File: config.mk
export PLATFORM = sky130hd
export DESIGN_NAME = psd_sqrt_seq
export DESIGN_NICKNAME = d
export VERILOG_FILES = /design/src/rtl/psd_sqrt_pkg.sv /design/src/rtl/psd_sqrt_step.sv /design/src/rtl/psd_sqrt_seq.sv
export SDC_FILE = /design/constraint.sdc
export NUM_CORES = 1
export LEC_CHECK = 0
export CAP_MARGIN = 20
export CORE_UTILIZATION = 52
export CTS_BUF_LIST = sky130_fd_sc_hd__clkbuf_8
export CTS_CLUSTER_SIZE = 12
export DETAILED_ROUTE_END_ITERATION = 12
export GPL_ROUTABILITY_DRIVEN = 0
export PLACE_DENSITY = 0.76
export SYNTH_ARGS = -nofsm -noshare
export SYNTH_HDL_FRONTEND = slang
export SYNTH_SLANG_ARGS = --single-unit
File: constraint.sdc
create_clock -name clock -period 3.77 [get_ports clock]
set_clock_uncertainty 0.15 [all_clocks]
set_input_delay 0.5655 -clock clock [delete_from_list [all_inputs] [get_ports clock]]
set_output_delay 0.5655 -clock clock [all_outputs]
set_load 0.1 [all_outputs]
File: src/rtl/psd_sqrt_pkg.sv
// Shared types and width helpers for the bit-serial square-root unit.
package psd_sqrt_pkg;

    typedef enum logic {
        IDLE = 1'b0,
        RUN  = 1'b1
    } state_t;

    function automatic int root_w(input int xin_w, input int frac_bits);
        return xin_w / 2 + frac_bits;
    endfunction

    function automatic int rem_w(input int xin_w, input int frac_bits);
        return root_w(xin_w, frac_bits) + 1;
    endfunction

    function automatic bit xin_w_ok(input int xin_w);
        return (xin_w >= 2) && ((xin_w % 2) == 0);
    endfunction

endpackage

File: src/rtl/psd_sqrt_step.sv
// One restoring square-root iteration: consumes two operand bits, yields one root bit.
module psd_sqrt_step #(
    parameter  int OUT_W = 16,
    localparam int REM_W = OUT_W + 1
) (
    input  logic [REM_W-1:0] rem_p,
    input  logic [OUT_W-1:0] root_p,
    input  logic [1:0]       bits,
    output logic [REM_W-1:0] rem_n,
    output logic [OUT_W-1:0] root_n
);

    logic [REM_W+1:0] trial;
    logic [REM_W+1:0] test;
    logic [REM_W-1:0] diff;
    logic             ge;

    assign trial = {rem_p, bits};
    assign test  = {1'b0, root_p, 2'b01};
    assign ge    = (trial >= test);
    // When ge holds the difference fits in REM_W bits, so the low slice is exact.
    assign diff  = trial[REM_W-1:0] - test[REM_W-1:0];
    assign rem_n = ge ? diff : trial[REM_W-1:0];

    if (OUT_W > 1) begin : g_wide
        assign root_n = {root_p[OUT_W-2:0], ge};
    end else begin : g_single
        assign root_n = ge;
    end

endmodule

File: src/rtl/psd_sqrt_seq.sv
// Bit-serial integer square root: floor(sqrt(xin * 4^FRAC_BITS)) plus exact remainder.
module psd_sqrt_seq
    import psd_sqrt_pkg::*;
#(
    parameter  int XIN_W     = 32,
    parameter  int FRAC_BITS = 0,
    localparam int OUT_W     = root_w(XIN_W, FRAC_BITS),
    localparam int REM_W     = rem_w(XIN_W, FRAC_BITS)
) (
    input  logic             clock,
    input  logic             reset,
    input  logic             start,
    input  logic [XIN_W-1:0] xin,
    output logic             busy,
    output logic             done,
    output logic [OUT_W-1:0] sqrt,
    output logic [REM_W-1:0] rem
);

    localparam int OPND_W = 2 * OUT_W;
    localparam int CNT_W  = (OUT_W > 1) ? $clog2(OUT_W) : 1;
    localparam logic [CNT_W-1:0] CNT_INIT = CNT_W'(OUT_W - 1);

    if (!xin_w_ok(XIN_W)) begin : g_bad_width
        $error("psd_sqrt_seq: XIN_W must be even and at least 2");
    end

    state_t            state_q;
    logic [CNT_W-1:0]  cnt_q;
    logic [OPND_W-1:0] opnd_q;
    logic [OPND_W-1:0] opnd_init;
    logic [REM_W-1:0]  rem_p_q;
    logic [OUT_W-1:0]  root_p_q;
    logic [REM_W-1:0]  rem_d;
    logic [OUT_W-1:0]  root_d;
    logic [OUT_W-1:0]  sqrt_q;
    logic [REM_W-1:0]  rem_q;
    logic              busy_q;
    logic              done_q;

    assign opnd_init = OPND_W'(xin) << (2 * FRAC_BITS);

    psd_sqrt_step #(.OUT_W(OUT_W)) u_step (
        .rem_p  (rem_p_q),
        .root_p (root_p_q),
        .bits   (opnd_q[OPND_W-1 -: 2]),
        .rem_n  (rem_d),
        .root_n (root_d)
    );

    always_ff @(posedge clock) begin
        if (reset) begin
            state_q  <= IDLE;
            cnt_q    <= '0;
            opnd_q   <= '0;
            rem_p_q  <= '0;
            root_p_q <= '0;
            sqrt_q   <= '0;
            rem_q    <= '0;
            busy_q   <= 1'b0;
            done_q   <= 1'b0;
        end else begin
            done_q <= 1'b0;
            if (state_q == RUN) begin
                rem_p_q  <= rem_d;
                root_p_q <= root_d;
                opnd_q   <= opnd_q << 2;
                if (cnt_q == '0) begin
                    sqrt_q  <= root_d;
                    rem_q   <= rem_d;
                    done_q  <= 1'b1;
                    busy_q  <= 1'b0;
                    state_q <= IDLE;
                end else begin
                    cnt_q <= cnt_q - CNT_W'(1);
                end
            end
            // A start restarts the iteration even mid-run; the final result above still lands.
            if (start) begin
                state_q  <= RUN;
                busy_q   <= 1'b1;
                opnd_q   <= opnd_init;
                rem_p_q  <= '0;
                root_p_q <= '0;
                cnt_q    <= CNT_INIT;
            end
        end
    end

    assign busy = busy_q;
    assign done = done_q;
    assign sqrt = sqrt_q;
    assign rem  = rem_q;

endmodule

# Yosys cells after proc, flatten, opt, wreduce, memory -nomap -nowiden
# Index checks and enable logic that the tools add are counted.
dict set report op_classes {
  addsub 2
  magnitude_cmp 1
  eq_ne 1
  muxes 13
  n_bitwise 1
  reduce_logical 8
}
# operator n
set ops {}
lappend ops {{32-bit two-way mux} 2}
lappend ops {{19-bit by 18-bit greater-or-equal comparator with 1-bit output} 1}
lappend ops {{17-bit two-way mux} 1}
lappend ops {{17-bit subtractor} 1}
lappend ops {{4-bit two-way mux} 3}
lappend ops {{1-bit two-way mux} 7}
lappend ops {{2-bit AND reduction} 3}
lappend ops {{4-bit zero test} 1}
lappend ops {{2-bit nonzero test} 2}
lappend ops {{2-bit OR reduction} 2}
lappend ops {{4-bit by 1-bit subtractor with 4-bit output (second input constant)} 1}
lappend ops {{2-bit != test (second input constant)} 1}
lappend ops {{1-bit inverter} 1}
dict set report totals {
  register_bits 105
  in_bits 35
  word_cells 35
}

# Logic depth before layout (Yosys ltp)
# Gate-level depths: netlist of the first run.
dict set report logic_depth {
  depth_word 4
  mapped_depth 12
  mapped_depth_nobuf 9
}

# By module
# Synthesis of the first run repeated with hierarchy kept, for this count alone.
dict set report hier_totals {
  hier_cells 550
  hier_area_um2 5195.0
}
# mod n_inst cells_each area_each_um2
set modules_own_cells {}
lappend modules_own_cells {psd_sqrt_seq 1 386 3945.0}
lappend modules_own_cells {psd_sqrt_step 1 164 1249.9}

# Worst setup path after synthesis of the first run
# No wires, ideal clock.
dict set report synth_timing {
  path_kind {reg-to-reg}
  startpoint {register root_p_q[4]}
  endpoint {register rem_q[16] (netlist: rem[16])}
  setup_time_ns 0.088
  arrival_ns 2.371
  required_ns 3.532
  setup_slack_ns 1.161
  stages_incl_launch_ff 10
  cell_sequence {dfxtp_1 inv_1 ha_1 a21o_2 a21o_1 a222oi_1 nand3b_1 mux2i_1 or3_4 a311oi_2}
}
dict set report synth_between {
  elab_chain_cells 2
  word_cells_on_any_way 3
  cone_classes {add/sub: 1; order compare: 1; mux: 1}
}
# item line_no
set synth_rtl {}
lappend synth_rtl {{start: declaration} psd_sqrt_seq.sv:33} ;# logic [OUT_W-1:0] root_p_q;
lappend synth_rtl {{start signal: assignment} psd_sqrt_seq.sv:66} ;# root_p_q <= root_d;
lappend synth_rtl {{17-bit subtractor or 19-bit by 18-bit greater-or-equal comparator with 1-bit output (tied branches)} {psd_sqrt_step.sv:22, psd_sqrt_step.sv:20}}
lappend synth_rtl {{17-bit two-way mux (*)} psd_sqrt_step.sv:23} ;# assign rem_n = ge ? diff : trial[REM_W-1:0];
lappend synth_rtl {{end signal: assignment} psd_sqrt_seq.sv:70} ;# rem_q <= rem_d;
lappend synth_rtl {{end: declaration} psd_sqrt_seq.sv:37} ;# logic [REM_W-1:0] rem_q;
# Mark *: on every way between the ends. The rest lies on a longest branch, timed or not.
# A chain may end at the register's enable or synchronous reset.

# Worst setup path in the final report of the first run
dict set report layout_timing {
  startpoint {register root_p_q[2]}
  endpoint {register rem_q[12] (netlist: rem[12])}
}
# The elaborated chain is that of the path after synthesis.

==> results of run 1 <==
==> cells in the mapped netlist (2+ instances only) <==
cell type,number,area share [%]
sky130_fd_sc_hd__or2_2,2,0.24
sky130_fd_sc_hd__buf_6,3,0.66
sky130_fd_sc_hd__nand2b_1,3,0.37
sky130_fd_sc_hd__a31oi_1,4,0.49
sky130_fd_sc_hd__or3_1,4,0.49
sky130_fd_sc_hd__buf_1,10,0.73
sky130_fd_sc_hd__ha_1,19,4.6
sky130_fd_sc_hd__o31ai_1,2,0.29
sky130_fd_sc_hd__a211oi_1,15,2.2
sky130_fd_sc_hd__nand3b_1,4,0.59
sky130_fd_sc_hd__nor2b_1,3,0.37
sky130_fd_sc_hd__xor2_1,2,0.34
sky130_fd_sc_hd__a21oi_2,3,0.51
sky130_fd_sc_hd__mux2i_1,54,11
sky130_fd_sc_hd__nand4_1,4,0.49
sky130_fd_sc_hd__nand2_1,45,3.3
sky130_fd_sc_hd__o21bai_1,2,0.29
sky130_fd_sc_hd__nor3b_1,4,0.59
sky130_fd_sc_hd__a21oi_1,76,7.4
sky130_fd_sc_hd__xnor2_1,8,1.4
sky130_fd_sc_hd__inv_1,24,1.8
sky130_fd_sc_hd__a22oi_1,3,0.44
sky130_fd_sc_hd__a211o_1,2,0.34
sky130_fd_sc_hd__clkbuf_1,24,1.8
sky130_fd_sc_hd__o21ai_0,23,2.2
sky130_fd_sc_hd__nor4_1,2,0.24
sky130_fd_sc_hd__nor2_1,115,8.4
sky130_fd_sc_hd__dfxtp_1,105,41
sky130_fd_sc_hd__o21ai_1,9,0.88
sky130_fd_sc_hd__a21o_1,3,0.44
sky130_fd_sc_hd__nor3_1,3,0.29
sky130_fd_sc_hd__nand3_1,7,0.68
==> state kept, by name, summed over array words and instances (netlist names) <==
signal	flops
busy	1
cnt_q	4
done	1
opnd_q	32
rem	17
rem_p_q	17
root_p_q	16
sqrt	16
state_q	1
==> routing by layer <==
layer / part of all wire, % / GRT usage [%] / vias to the layer above
met5: 0 / 0 / -
met4: 1.8 / 8.25 / 0
met3: 4.0 / 4.21 / 20
met2: 48 / 40.0 / 98
met1: 46 / 31.1 / 2059
li1: - / - / 2240
==> worst max-delay path: stages (launching register included) <==
cell	delay [ps]
sky130_fd_sc_hd__dfxtp_1	380
sky130_fd_sc_hd__inv_1	60
sky130_fd_sc_hd__ha_1	370
sky130_fd_sc_hd__nand2_2	120
sky130_fd_sc_hd__o31ai_4	370
sky130_fd_sc_hd__o21ai_2	120
sky130_fd_sc_hd__a21oi_2	460
sky130_fd_sc_hd__or2_1	670
sky130_fd_sc_hd__a31oi_1	230
sky130_fd_sc_hd__a211oi_1	330
==> power by group <==
group	internal [mW]	switching [mW]	total [mW]
Combinational	0.262	0.422	0.684
Sequential	1.16	0.0380	1.19
Clock	0.389	0.428	0.817
Total	1.81	0.887	2.70
==> worst max-delay path by stage <==
| stage | to | slack (ps) | depth (start not counted) |
|---|---|---|---|
| final | rem[12]$_SDFFE_PP0P_ | 400 | 9 |
| after global routing | rem[14]$_SDFFE_PP0P_ | 250 | 9 |
| after CTS | rem[12]$_SDFFE_PP0P_ | 470 | 9 |
| after detailed placement | rem[12]$_SDFFE_PP0P_ | 510 | 9 |
| after global placement | rem[14]$_SDFFE_PP0P_ | 710 | 9 |
| after floorplan | rem[16]$_SDFFE_PP0P_ | 1160 | 9 |
==> logic make-up (layout without fill, tap and decap cells) <==
| group | after synthesis | count (layout) | share of synthesized area (%) |
|---|---|---|---|
| and+or+nand+nor | 202 | 202 | 16.9 |
| AOI/OAI and AO/OA | 162 | 162 | 19.9 |
| DFF | 105 | 105 | 41.0 |
| buffers and inverters | 63 | 114 | 5.15 |
| muxes | 55 | 55 | 10.8 |
| adders and majority gates | 19 | 19 | 4.63 |
| xor gates and xnor gates | 10 | 10 | 1.71 |
==> metrics by stage <==
step | cell area (sq um) | util [%]
final | 6080 | 64.6
after global routing | 6080 | 64.6
after CTS | 6080 | 64.6
after detailed placement | 5850 | 62.1
after global placement | 5850 | 62.1
after floorplan | 5130 | -
==> layout make-up <==
type	count	area [sq um]
Fill cell	804	3340
Multi-Input combinational cell	448	2770
Sequential cell	105	2110
Timing Repair Buffer	74	718
Tap cell	129	161
Clock buffer	9	124
Clock inverter	7	110
Inverter	24	90.1
==> out/metrics.sh, run 1 <==
GRT_PASS1_VIAS=4091
DRTANTENNAVIOLNETS=0
POSTCTSHOLDBUFS=0
SYNTH.YOSYS.WARNINGS=0
GRT_SETUP_UNREPAIRED='false'
FINAL_HOLD_SLACK_PS=311
FINAL_LAYOUT_SIZE_SUFFIX_GT1_SHARE_PCT=6.15
DETAILEDPLACEMENTHPWL_UM=8130
POST_CTS_BUFFERS=0
CLOCK_SINK_COUNT=105
CLOCK_LATENCY_PS=380
RUN_STATUS='completed'
CTS_TREE='done'
INITIAL_CORE_UTIL_PCT=54.5
VIA_COUNT=4417
OVERALL_GLOBAL_ROUTING_RESOURCE_USAGE_PCT=23.9
SETUP.WORST_PATH.END_CLASS='flip-flop'
DPL_WORST_SLACK_PS=505
FINAL_CELLS=796
HOLD_CLASS='flip-flop to flip-flop'
SYNTH_SEQUENTIAL_AREA_RATIO_PCT=41.0
CTS.ROOT.BUFFER_CELL='sky130_fd_sc_hd__clkbuf_8'
SETUP_VIOL_COUNT_FINAL=0
DETAIL_ROUTE.VIAS_PER_CELL=5.55
CAP_VIOLATIONS=0
R2R-END='rem[12]$_SDFFE_PP0P_'
LAYOUT_WORST_PATH_CYCLE_SHARE_PCT=89.3
PERIOD_MINUS_SLACK_PS=3370
MAX_FREQ_GHz=0.297
WORSTSETUPSTARTPOINT='root_p_q[2]$_SDFFE_PP0P_'
FIN_NETS=716
DIE_HEIGHT_UM=101
WORST_REL_SLEW_SLACK_PCT=34.3
POSTSYNTHAREAPERCELL_SQ_UM=8.33
MAXSLEWVIOLCOUNT=0
TOTAL_OF_BUFFERS_PLACED_ON_INPUT_AND_OUTPUT_PORTS=69
WORST-PATH-MAX-FANOUT=14
DRT_PASS_1_ITERS=4
P_LEAK_nW=2.30
POST-ROUTE-WORST-SETUP-SLACK_PS=404
CTS_MADE_BUFFERS=9
POWER.DENSITY_nW_PER_UM2=443
CORE_AREA_SQ_UM=9420
TRANSITION_TIME_AT_THE_PIN_WITH_THE_LEAST_SLEW_MARGIN_PS=982
ANTENNADIODECOUNT=0
PLACE_INST=780
CRIT_ARRIVAL_PS=3490
NUMBER_OF_HOLD_VIOLATIONS_IN_THE_FINAL_REPORT=0
CTSLONGESTPATHBUFFERS=2
WORSTHOLDPATHCELLS=2
RRSETUPSLACK_PS=400
DRT_WL_TOTAL_UM=11600
FF2FF_PATH_DEPTH=9
ROWS=35
STARTPOINT_TYPE='flip-flop'
MOSTFREQUENTLAYOUTCELL='sky130_fd_sc_hd__nor2_1'
SYNTH_AREA_SQ_UM=5130
SYNTHESIS.NETS=670
DOMINANTREGCELLSYNTH='sky130_fd_sc_hd__dfxtp_1'
FINAL_CELL_MIX='115 x sky130_fd_sc_hd__nor2_1, 104 x sky130_fd_sc_hd__dfxtp_1, 76 x sky130_fd_sc_hd__a21oi_1'
FP.DIEAREA_SQ_UM=10300
DIEWIDTH_UM=101
DRT_FIRST_ITER_VIOLATIONS=327
CTS_HTREE_LEVELS=3
SYNTH-EDFF-COUNT=0
CRIT_TYPE='flip-flop to flip-flop'
ANTENNA_FOUND_INITIAL=0
STARTPOINT_OF_THE_WORST_HOLD_PATH='sqrt[2]$_SDFFE_PP0P_'
POST_SYNTHESIS_CELL_COUNT=616
SYNTH_CELL_TYPES=61
MIN_TO='sqrt[2]$_SDFFE_PP0P_'
CTS_REPAIR_RESIZE_COUNT=0
IR_DROP_mV=0.277
AREA_GROW_SYN2LAYOUT_PCT=18.5
CTS.CLK_SLEW.WORST_PATHS_PS=110
NUMBER_OF_FLIP_FLOPS_AND_LATCHES_IN_THE_SYNTHESIZED_NETLIST=105
IO-PIN-COUNT=70
TIMING.CRITICAL_PATH.REQUIRED_PS=3890
R2R-START='root_p_q[2]$_SDFFE_PP0P_'
GRT_PASS1_WL_UM=19300
WL_PER_CELL_UM=14.6
DRC=0
SETUP_TNS_FINAL_PS=0
PWR_TOTAL_mW=2.70
GRT_MAX_DEGREE=68
ASYNC_RESET_FF_SHARE_PCT=0
GLOBALROUTE.TOTALOVERFLOW=0
(Power assumes the default switching activity.)
==> run 2, diff against run 1 <==
--- a/config.mk
+++ b/config.mk
@@ -5,13 +5,12 @@
 export SDC_FILE = /design/constraint.sdc
 export NUM_CORES = 1
 export LEC_CHECK = 0
-export CAP_MARGIN = 20
-export CORE_UTILIZATION = 52
+export CAP_MARGIN = 10
+export CORE_UTILIZATION = 40
 export CTS_BUF_LIST = sky130_fd_sc_hd__clkbuf_8
 export CTS_CLUSTER_SIZE = 12
 export DETAILED_ROUTE_END_ITERATION = 12
 export GPL_ROUTABILITY_DRIVEN = 0
-export PLACE_DENSITY = 0.76
 export SYNTH_ARGS = -nofsm -noshare
 export SYNTH_HDL_FRONTEND = slang
 export SYNTH_SLANG_ARGS = --single-unit
==> constraint.sdc (replaced) <==
create_clock -name clock -period 3.2 [get_ports clock]
set_clock_uncertainty 0.15 [all_clocks]
set_input_delay 0.48 -clock clock [delete_from_list [all_inputs] [get_ports clock]]
set_output_delay 0.48 -clock clock [all_outputs]
set_load 0.1 [all_outputs]
==> run 2 against run 1 <==
First-iteration DRC count shrank 14%. Global-route usage shrank 5.1 points. Die area rose by 29%. Non-clock buffer count up 3. Hold slack lost 0.64 ps. Final area down 0.35%. Register-to-register slack worse by 140 ps. Total power rose by 15%. Critical path type unchanged. Highest routed layer unchanged.
==> out/metrics.sh, run 2 (synthesized netlist as in run 1, its figures left out) <==
CTS_TREE='done'
IO-PIN-COUNT=70
HOLD_CLASS='flip-flop to flip-flop'
LAYOUT_WORST_PATH_CYCLE_SHARE_PCT=91.7
GRT_PASS1_WL_UM=19400
POWER.DENSITY_nW_PER_UM2=512
AREA_TAKEN_BY_MULTI_INPUT_LOGIC_GATES_SQ_UM=2770
DRTANTENNAVIOLNETS=0
DETAIL_ROUTE.VIAS_PER_CELL=5.24
POSTCTSHOLDBUFS=0
NUMBER_OF_HOLD_VIOLATIONS_IN_THE_FINAL_REPORT=0
SETUP_VIOL_COUNT_FINAL=0
POST_CTS_BUFFERS=0
FINAL_HOLD_SLACK_PS=310
CTS.CLK_SLEW.WORST_PATHS_PS=100
WORST-PATH-BUF-INV=2
IR_DROP_mV=0.234
WL_PER_CELL_UM=14.0
TIMING.CRITICAL_PATH.REQUIRED_PS=3310
RUN_STATUS='completed'
LARGEST_REGISTER_FFS=32
FINAL_LAYOUT_SIZE_SUFFIX_GT1_SHARE_PCT=11.6
PWR_TOTAL_mW=3.10
CTS_MADE_BUFFERS=9
FP.DIEAREA_SQ_UM=13300
VIA_COUNT=4416
MAXSLEWVIOLCOUNT=0
CRITPATHMAXSTAGEDELAY_PS=480
CORE_AREA_SQ_UM=12600
CTSLONGESTPATHBUFFERS=2
OVERALL_GLOBAL_ROUTING_RESOURCE_USAGE_PCT=18.8
CRIT_TYPE='flip-flop to flip-flop'
MAX_FREQ_GHz=0.341
GRT_PASS1_VIAS=4001
FIN_NETS=719
CTS.ROOT.BUFFER_CELL='sky130_fd_sc_hd__clkbuf_8'
DRT_WL_TOTAL_UM=11800
ANTENNA_FOUND_INITIAL=0
DETAILEDPLACEMENTHPWL_UM=8340
DIEWIDTH_UM=115
DRT_FIRST_ITER_VIOLATIONS=282
GRT_MAX_DEGREE=53
INITIAL_CORE_UTIL_PCT=40.8
CP_SLOWEST_CELL='sky130_fd_sc_hd__a21oi_2'
MOSTFREQUENTLAYOUTCELL='sky130_fd_sc_hd__nor2_1'
ROWS=41
DIE_HEIGHT_UM=115
SETUP_TNS_FINAL_PS=0
CRIT_PATH_CELL_TRACE='inv_1 > ha_1 > nand2_1 > o21ai_1 > a2111oi_4 > a21oi_2 > or2_1 > buf_4 > mux2i_1 > a211oi_1'
CLOCK_LATENCY_PS=390
AREA_GROW_SYN2LAYOUT_PCT=18.1
STARTPOINT_TYPE='flip-flop'
SETUP.WORST_PATH.END_CLASS='flip-flop'
WORST-PATH-MAX-FANOUT=11
CRIT_ARRIVAL_PS=3040
REGISTER_AREA_SQ_UM=2110
NUM-FILL-CELLS=1263
PERIOD_MINUS_SLACK_PS=2930
CLOCK_SINK_COUNT=105
DRT_PASS_1_ITERS=5
ANTENNADIODECOUNT=0
DRC=0
CAP_VIOLATIONS=0
CTS_REPAIR_RESIZE_COUNT=0
WORST_PATH_DOMINANT_CELL_FAMILY='compound AO/OA/AOI/OAI gates'
WORST_REL_SLEW_SLACK_PCT=52.4
FINAL_CELL_MIX='115 x sky130_fd_sc_hd__nor2_1, 104 x sky130_fd_sc_hd__dfxtp_1, 76 x sky130_fd_sc_hd__a21oi_1'
TOTAL_OF_BUFFERS_PLACED_ON_INPUT_AND_OUTPUT_PORTS=69
TRANSITION_TIME_AT_THE_PIN_WITH_THE_LEAST_SLEW_MARGIN_PS=714
GRT_SETUP_UNREPAIRED='false'
P_LEAK_nW=2.38
GLOBALROUTE.TOTALOVERFLOW=0
MAX_FLOP_REGISTER='opnd_q'
FINAL_UTIL_PCT=48.2
CTS_HTREE_LEVELS=3
-- run 2: cell types whose count changed in the layout (fill, tap and decap cells not counted) --
cell and change:
sky130_fd_sc_hd__buf_4 +37, sky130_fd_sc_hd__buf_12 +1, sky130_fd_sc_hd__clkinvlp_4 -1, sky130_fd_sc_hd__bufinv_16 -1, sky130_fd_sc_hd__clkdlybuf4s50_1 -35, sky130_fd_sc_hd__inv_8 -3
sky130_fd_sc_hd__clkinv_4 -1, sky130_fd_sc_hd__inv_1 +1, sky130_fd_sc_hd__inv_6 +3, sky130_fd_sc_hd__clkbuf_8 +2
-- run 2: per-layer routing --
metal	up-vias	GRT usage [%]	share of wire [%]
met2	102	30.6	48
li1	2244	-	-
met5	-	0	0
met4	0	8.74	1.8
met1	2056	23.7	46
met3	14	4.01	5.0
-- run 2: stage by stage --
| stage | instance area [sq um] | instances | setup WS (ps) |
|---|---|---|---|
| 2_1_floorplan | 5130 | 616 | 591 |
| 3_3_place_gp | 5850 | 826 | 365 |
| 3_5_place_dp | 5850 | 826 | 281 |
| 4_1_cts | 6060 | 842 | 256 |
| 5_1_grt | 6060 | 842 | 38.4 |
| 6_report | 6060 | 842 | 267 |
-- run 2: worst paths after layout --
kind | from | slack (ps) | cells past startpoint | end
hold reg to reg | sqrt[6]$_SDFFE_PP0P_ | 310 | 2 | sqrt[6]$_SDFFE_PP0P_
hold / removal | sqrt[6]$_SDFFE_PP0P_ | 310 | 2 | sqrt[6]$_SDFFE_PP0P_
setup reg to reg | root_p_q[8]$_SDFFE_PP0P_ | 270 | 10 | rem[3]$_SDFFE_PP0P_
setup / recovery | root_p_q[8]$_SDFFE_PP0P_ | 270 | 10 | rem[3]$_SDFFE_PP0P_
-- run 2: cell type report --
| class | instances | area share [%] |
|---|---|---|
| multi-input combinational | 448 | 45.7 |
| sequential | 105 | 34.8 |
| timing repair buffer | 77 | 11.0 |
| inverter | 24 | 1.49 |
| clock buffer | 11 | 2.50 |
| tap | 172 | 3.55 |
| clock inverter | 5 | 0.991 |
-- run 2: worst register-to-register path: cells and delay by family (launching register included) --
kind / cells / cell delay (ps)
AOI/OAI and AO/OA: 4 / 980
adders and majority gates: 1 / 460
buffers and inverters: 2 / 230
DFF: 1 / 390
muxes: 1 / 300
and+or+nand+nor: 2 / 280
-- run 2: power by group --
group          total, mW  leakage, nW  switching [mW]  internal [mW]
Clock              0.878        0.112           0.467          0.411
Combinational      0.813         1.41           0.494          0.318
Sequential          1.41        0.857          0.0470           1.36
Total               3.10         2.38            1.01           2.09
